--- src/rtl/dsm_pkg.sv ---
// Shared constants and helpers for the multi-channel delta-sigma modulator.
package dsm_pkg;
    localparam int ORDER_FIRST  = 1;
    localparam int ORDER_SECOND = 2;

    function automatic int midscale(input int width);
        return 1 << (width - 1);
    endfunction

    // Symmetric clamp magnitude for the second-order integrators.
    function automatic int sat_bound(input int width);
        return (1 << (width + 2)) - 1;
    endfunction
endpackage

--- src/rtl/dsm_channel.sv ---
// One delta-sigma modulator channel: first-order carry accumulator or
// second-order saturating double integrator, selected at elaboration.
module dsm_channel
    import dsm_pkg::*;
#(
    parameter int WIDTH = 12,
    parameter int ORDER = ORDER_FIRST
) (
    input  logic             clk,
    input  logic             aclr,
    input  logic [WIDTH-1:0] x,
    output logic             y
);
    if (ORDER == ORDER_FIRST) begin : g_first
        // The carry of the WIDTH+1 bit sum is registered directly as y.
        logic [WIDTH-1:0] acc;
        logic [WIDTH:0]   sum;

        assign sum = {1'b0, acc} + {1'b0, x};

        always_ff @(posedge clk) begin
            if (aclr) begin
                acc <= '0;
                y   <= 1'b0;
            end else begin
                acc <= sum[WIDTH-1:0];
                y   <= sum[WIDTH];
            end
        end
    end else if (ORDER == ORDER_SECOND) begin : g_second
        localparam int IW = WIDTH + 4;
        // Sums are formed two bits wider so they cannot wrap before clamping.
        localparam int SW = IW + 2;
        localparam logic signed [SW-1:0] M_S   = SW'(midscale(WIDTH));
        localparam logic signed [SW-1:0] BOUND = SW'(sat_bound(WIDTH));

        logic signed [IW-1:0] i1, i2, i1_next, i2_next;
        logic signed [SW-1:0] i1_x, i2_x, xs, fb, s1, s2;

        assign i1_x = {{(SW-IW){i1[IW-1]}}, i1};
        assign i2_x = {{(SW-IW){i2[IW-1]}}, i2};
        assign xs   = $signed({{(SW-WIDTH){1'b0}}, x}) - M_S;
        assign fb   = y ? M_S : -M_S;
        assign s1   = i1_x + xs - fb;
        assign s2   = i2_x + i1_x - fb;

        always_comb begin
            i1_next = IW'(s1);
            i2_next = IW'(s2);
            if (s1 > BOUND)
                i1_next = IW'(BOUND);
            else if (s1 < -BOUND)
                i1_next = IW'(-BOUND);
            if (s2 > BOUND)
                i2_next = IW'(BOUND);
            else if (s2 < -BOUND)
                i2_next = IW'(-BOUND);
        end

        always_ff @(posedge clk) begin
            if (aclr) begin
                i1 <= '0;
                i2 <= '0;
                y  <= 1'b0;
            end else begin
                i1 <= i1_next;
                i2 <= i2_next;
                y  <= ~i2_next[IW-1];
            end
        end
    end else begin : g_bad_order
        $error("dsm_channel: ORDER must be 1 or 2");
    end
endmodule

--- src/rtl/dsm_multi.sv ---
// Multi-channel delta-sigma DAC front end: shared sample-period counter,
// single-frame holding register, active sample registers and per-channel modulators.
module dsm_multi
    import dsm_pkg::*;
#(
    parameter int WIDTH    = 12,
    parameter int CHANNELS = 2,
    parameter int ORDER    = ORDER_FIRST,
    parameter int OSR      = 4096
) (
    input  logic                      clk,
    input  logic                      aclr,
    input  logic [CHANNELS*WIDTH-1:0] pcm_data,
    input  logic                      pcm_valid,
    output logic                      pcm_ready,
    input  logic                      mute,
    output logic [CHANNELS-1:0]       dsm_out,
    output logic                      tick,
    output logic                      underrun
);
    if (WIDTH < 4 || WIDTH > 24 || CHANNELS < 1 || CHANNELS > 8 || OSR < 2 || OSR > 65536)
    begin : g_bad_param
        $error("dsm_multi: parameter out of range");
    end

    localparam int                CW   = $clog2(OSR);
    localparam logic [CW-1:0]     LAST = CW'(OSR - 1);
    localparam logic [WIDTH-1:0]  MID  = WIDTH'(midscale(WIDTH));

    logic [CW-1:0]             count;
    logic                      full;
    logic                      fire;
    logic [CHANNELS*WIDTH-1:0] hold;
    logic [CHANNELS*WIDTH-1:0] active;

    assign pcm_ready = !full;
    assign fire      = pcm_valid && !full;
    assign tick      = (count == LAST);
    assign underrun  = tick && !full && !fire;

    always_ff @(posedge clk) begin
        if (aclr) begin
            count  <= '0;
            full   <= 1'b0;
            hold   <= '0;
            active <= '0;
        end else begin
            count <= tick ? '0 : count + 1'b1;
            if (fire)
                hold <= pcm_data;
            if (tick) begin
                // An empty holding register lets a same-cycle frame bypass it.
                full <= 1'b0;
                if (mute)
                    active <= {CHANNELS{MID}};
                else if (full)
                    active <= hold;
                else if (fire)
                    active <= pcm_data;
            end else if (fire) begin
                full <= 1'b1;
            end
        end
    end

    for (genvar k = 0; k < CHANNELS; k++) begin : g_ch
        dsm_channel #(
            .WIDTH (WIDTH),
            .ORDER (ORDER)
        ) u_ch (
            .clk  (clk),
            .aclr (aclr),
            .x    (active[k*WIDTH +: WIDTH]),
            .y    (dsm_out[k])
        );
    end
endmodule

--- config.mk ---
export PLATFORM = sky130hd
export DESIGN_NAME = dsm_multi
export DESIGN_NICKNAME = d
export VERILOG_FILES = /design/src/rtl/dsm_pkg.sv /design/src/rtl/dsm_channel.sv /design/src/rtl/dsm_multi.sv
export SDC_FILE = /design/constraint.sdc
export NUM_CORES = 1
export LEC_CHECK = 0
export CAP_MARGIN = 20
export CORE_AREA = 2 2 91 93
export DETAILED_ROUTE_END_ITERATION = 16
export DIE_AREA = 0 0 93 95
export PLACE_DENSITY_LB_ADDON = 0.15
export SLEW_MARGIN = 20
export SYNTH_ARGS = -nofsm -noshare
export SYNTH_HDL_FRONTEND = slang
export SYNTH_HIERARCHICAL = 1
export SYNTH_SLANG_ARGS = --single-unit
--- constraint.sdc ---
create_clock -name clk -period 2.64 [get_ports clk]
set_input_delay 0.66 -clock clk [delete_from_list [all_inputs] [get_ports clk]]
set_output_delay 0.66 -clock clk [all_outputs]
set_load 0.01 [all_outputs]
======== Word-level counts from Yosys, hierarchy flattened ========
Index checks and enable logic that the tools add are counted.
Widths: inputs -> output; s select.
word-level totals
  flip-flop bits (word level) ............. 87
  input port bits ......................... 28
  output and inout port bits .............. 5
operators by class
  $add $sub $neg .......................... 3
  equal/unequal tests ..................... 1
  multiplexer cells ....................... 3
  reductions and logical operators ........ 8
operators with widths
  cell                   count
  $mux 24                3
  $add 12x12->13         2
  $add 12x1->12 const B  1
  $eq 12x12->1 const B   1
  $logic_and 1x1->1      3
  $reduce_bool 3->1      1
  $logic_not 1->1        2
  $reduce_and 2->1       1
  $reduce_or 2->1        1

======== Logic depth before layout (Yosys ltp) ========
  depth after elaboration ................. 5
  gate-level depth with buffers ........... 7

======== By module ========
Netlist, hierarchy kept.
by module, submodules not included
  module                       instances  cells an instance  area an instance (µm²)  sequential area each (µm²)
  dsm_multi                    1          313                2643.8                  1221.2
  dsm_channel at g_ch[0].u_ch  1          82                 799.5                   260.2
  dsm_channel at g_ch[1].u_ch  1          82                 797.0                   260.2

======== Least setup slack after synthesis ========
No wires, ideal clock.
  path kind ............................... register -> output
  start ................................... register count[2]
  end ..................................... output underrun
  data arrival time ....................... 1.395 ns
  data required time ...................... 1.980 ns
  setup slack ............................. 0.585 ns
  stages on the path, launching flop included .. 7
  path buffers ............................ 3
  path through ............................ dfxtp_1 and4_1 buf_4 nand4_4 buf_6 clkbuf_1 nor3_1
between the ends
  cells in the longest elaborated chain, start to end .. 3
RTL lines
  item                             line             source
  start, declared                  dsm_multi.sv:30  logic [CW-1:0] count;
  start signal, assigned           dsm_multi.sv:48  count <= tick ? '0 : count + 1'b1;
  $eq 12x12->1                     dsm_multi.sv:38  assign tick = (count == LAST);
  $logic_and 1x1->1 (2 in series)  dsm_multi.sv:39  assign underrun = tick && !full && !fire;
  end, declared                    dsm_multi.sv:19  output logic underrun
Every way passes these cells.

======== Worst setup path in the final report ========
  start ................................... input pcm_valid
  end ..................................... output underrun
between the ends
  cells in the longest elaborated chain, start to end .. 3
RTL lines
  item               line             source
  start, declared    dsm_multi.sv:14  input logic pcm_valid,
  $logic_and 1x1->1  dsm_multi.sv:37  assign fire = pcm_valid && !full;
  $logic_not 1->1    dsm_multi.sv:39
  $logic_and 1x1->1  dsm_multi.sv:39
Every way passes these cells.

==> reports/results.tsv <==
stage	metric	value	unit
cells_and_area	design_area	4950	sq um
placed_design	port_buffers	32	
drt	dr_total_vias	3405	
cts	clock_tree.root_cell	clkbuf_8	
drt	drt-initial-drc-count	151	
worst_setup_path	worstSetupPathType	primary input to primary output	
cells_and_area	fin_cells	616	
cts	cts_tree	built	
drt	ant_nets	0	
global_route	gr-total-overflow	0	
die	die_h	95	microns
sta	rsz0062_at_grt	false	
synthesis	ys_async_sr_fraction	0	
die	fp.dieArea	8840	sq um
synthesis	synthesis.nets	532	
synthesis	synth.largest_area_cell	dfxtp_1	
die	die_x	93	microns
die	core.rowCount	33	
sta	finalMaxSlewViolations	0	
synthesis	syn_inst	477	
cells_and_area	layout.nets	561	
synthesis	yosysWarnings	6	
placed_design	dp_cells	600	
pwr	p_per_area	540	nW/um^2
synthesis	synth.area.top_cells	dfxtp_1, a21oi_1, ha_1, mux2i_1, nand2_1	
placed_design	hpwl	5830	microns
worst_setup_path	cp_max_fo	3	
synthesis	yosysMostFrequentCell	dfxtp_1	
sta	finalHoldViolCount	0	
global_route	antenna_found_initial	0	
sta	post-route-period-util	0.965	
drt	drt_pass1_iterations	4	
sta	fin_skew	0.00646	ns
placed_design	dp_slack	-0.0106	ns
sta	fmax	0.392	GHz
placed_design	gp_congestion	0.762	
sta	period_minus_slack	2.55	ns
hold_path	hold_path.class	flip-flop to flip-flop	
synthesis	synth.avg_cell_area	8.89	sq um
worst_setup_path	crit_path_start_kind	primary input	
synthesis	synth_commonest_cells	dfxtp_1, a21oi_1, nand2_1	
drt	routedWlPerCell	13.9	microns
sta	setup_ws	0.0919	ns
synthesis	syn_area	4240	sq um
die	coreArea	7930	sq um
die	pin_count	33	
synthesis	synth_seq_cells	87	
cts	numCtsBuffers	9	
cts	clock_latency	0.35	ns
die	start_util	0.535	
drt	wl	8550	microns
sta	tns	0	ns
cells_and_area	synthToLayoutAreaGrowth	16.8	%
pwr	power	2.67	mW
synthesis	synth_edf_count	0	
worst_setup_path	worstPathCellList	clkdlybuf4s50_1 -> nor3_2 -> clkdlybuf4s50_1	
worst_setup_path	endpoint_kind	primary output	
cts	cts.reportedPaths.clkPinSlew	0.08	ns
drt	vias_per_cell	5.53	
cts	cts_max_level	3	
global_route	grt_pass1_vias	3173	
drt	route.detailed.drc	0	
synthesis	yosys.cell_types.count	42	
global_route	grt_use_total	0.204	
cells_and_area	diodes	0	
global_route	grt_max_degree	37	
flow_run	cap_violations	0	
worst_setup_path	cp.required	1.98	ns
synthesis	synth_top_area_frac	0.411	
global_route	grt_pass1_wl	14400	microns
outcome	status	finished clean	
worst_setup_path	critPathSlowestCell	clkdlybuf4s50_1	
worst_setup_path	crit_arrival	1.89	ns
cells_and_area	drive_above_1_share	0.0978	
sta	slew_headroom	0.666	
placed_design	dpl_cell_area	4690	sq um
pwr	power_leakage	2.10	nW
cts	cts.sinks	87	
cts	cts.path.max_buffers	2	
worst_setup_path	max_stage_delay	0.56	ns
sta	tightest_slew	0.495	ns
cells_and_area	finalCoreUtilization	0.625	
worst_setup_path	cpMostUsedCell	clkdlybuf4s50_1	
pwr	vdd_ir_drop_max	0.000370	V
cts	post_cts_buffers	0	
sta	holdWs	0.456	ns
sta	setup_viol	0	
synthesis	ys_seq_area_frac	0.411	
synthesis	synth-main-ff-cell	dfxtp_1	
==> path summary, 6_finish.rpt <==
check	startpoint	end	slack, ns	depth (start not counted)
setup reg to reg	active[0]	g_ch[0].u_ch/g_first.acc[10]	0.48	7
setup / recovery	pcm_valid	underrun	0.09	3
hold / removal	hold[3]	hold[3]	0.46	2
hold reg to reg	hold[3]	hold[3]	0.46	2
==> placed cells by master, fill, tap and decap left out, types with 4 or more instances in the layout <==
cell type        Yosys  routed
buf_4                1      16
nor2_1              34      34
nand3_1              8       8
a21o_1               6       6
a21oi_1             66      66
nand2_1             56      56
or4_1               22      22
nand4_1              4       4
clkdlybuf4s50_1      0      30
ha_1                25      25
a211oi_1             5       5
nor2b_1             10      10
clkbuf_8             0      10
xnor2_1              9       9
xor2_1              16      16
a31oi_1              4       4
dfxtp_1             87      85
o21ai_0             27      27
nor3_1               5       4
mux2i_1             22      22
==> registers in the layout, summed over array words and instances (netlist names) <==
register               cells
hold                      24
count                     12
g_ch.u_ch/g_first.acc     24
g_ch.u_ch/y                2
full                       1
active                    24
==> critical path, delay by kind of cell <==
family / cells / cell delay [ns]
buffers and inverters: 2 / 1.02
AND/OR/NAND/NOR: 1 / 0.20
==> cell type report <==
type                            instances  area, sq um
Fill cell                             714         2980
Multi-Input combinational cell        354         2360
Sequential cell                        87         1740
Clock buffer                           10          138
Tap cell                              105          131
Inverter                                5         18.8
Timing Repair Buffer                   49          454
Clock inverter                          6          108
==> kinds of logic after synthesis <==
group	synth area share
flops	0.411
fa+ha+maj	0.0832
compound gates	0.173
buf+inv	0.0366
xor+xnor	0.0516
simple gates	0.186
mux	0.0590
==> per-layer routing <==
layer / up-vias / global-route usage / wire length (microns)
li1: 1751 / - / -
met5: - / 0 / 0
met4: 0 / 0.0699 / 71
met2: 32 / 0.334 / 3950
met3: 7 / 0.0311 / 155
met1: 1615 / 0.277 / 4380
==> power breakdown <==
part / switching (mW) / total (mW) / internal (mW) / leakage, nW
combinational: 0.108 / 0.201 / 0.0933 / 1.28
sequential: 0.0148 / 1.35 / 1.34 / 0.706
clock: 0.468 / 1.12 / 0.651 / 0.122
==> timing repair <==
item	4_1_cts	5_1_grt
endpoints found under the setup margin	2	0
hold buffers	0	0
resized for setup	7	0
(Power assumes the default switching activity.)
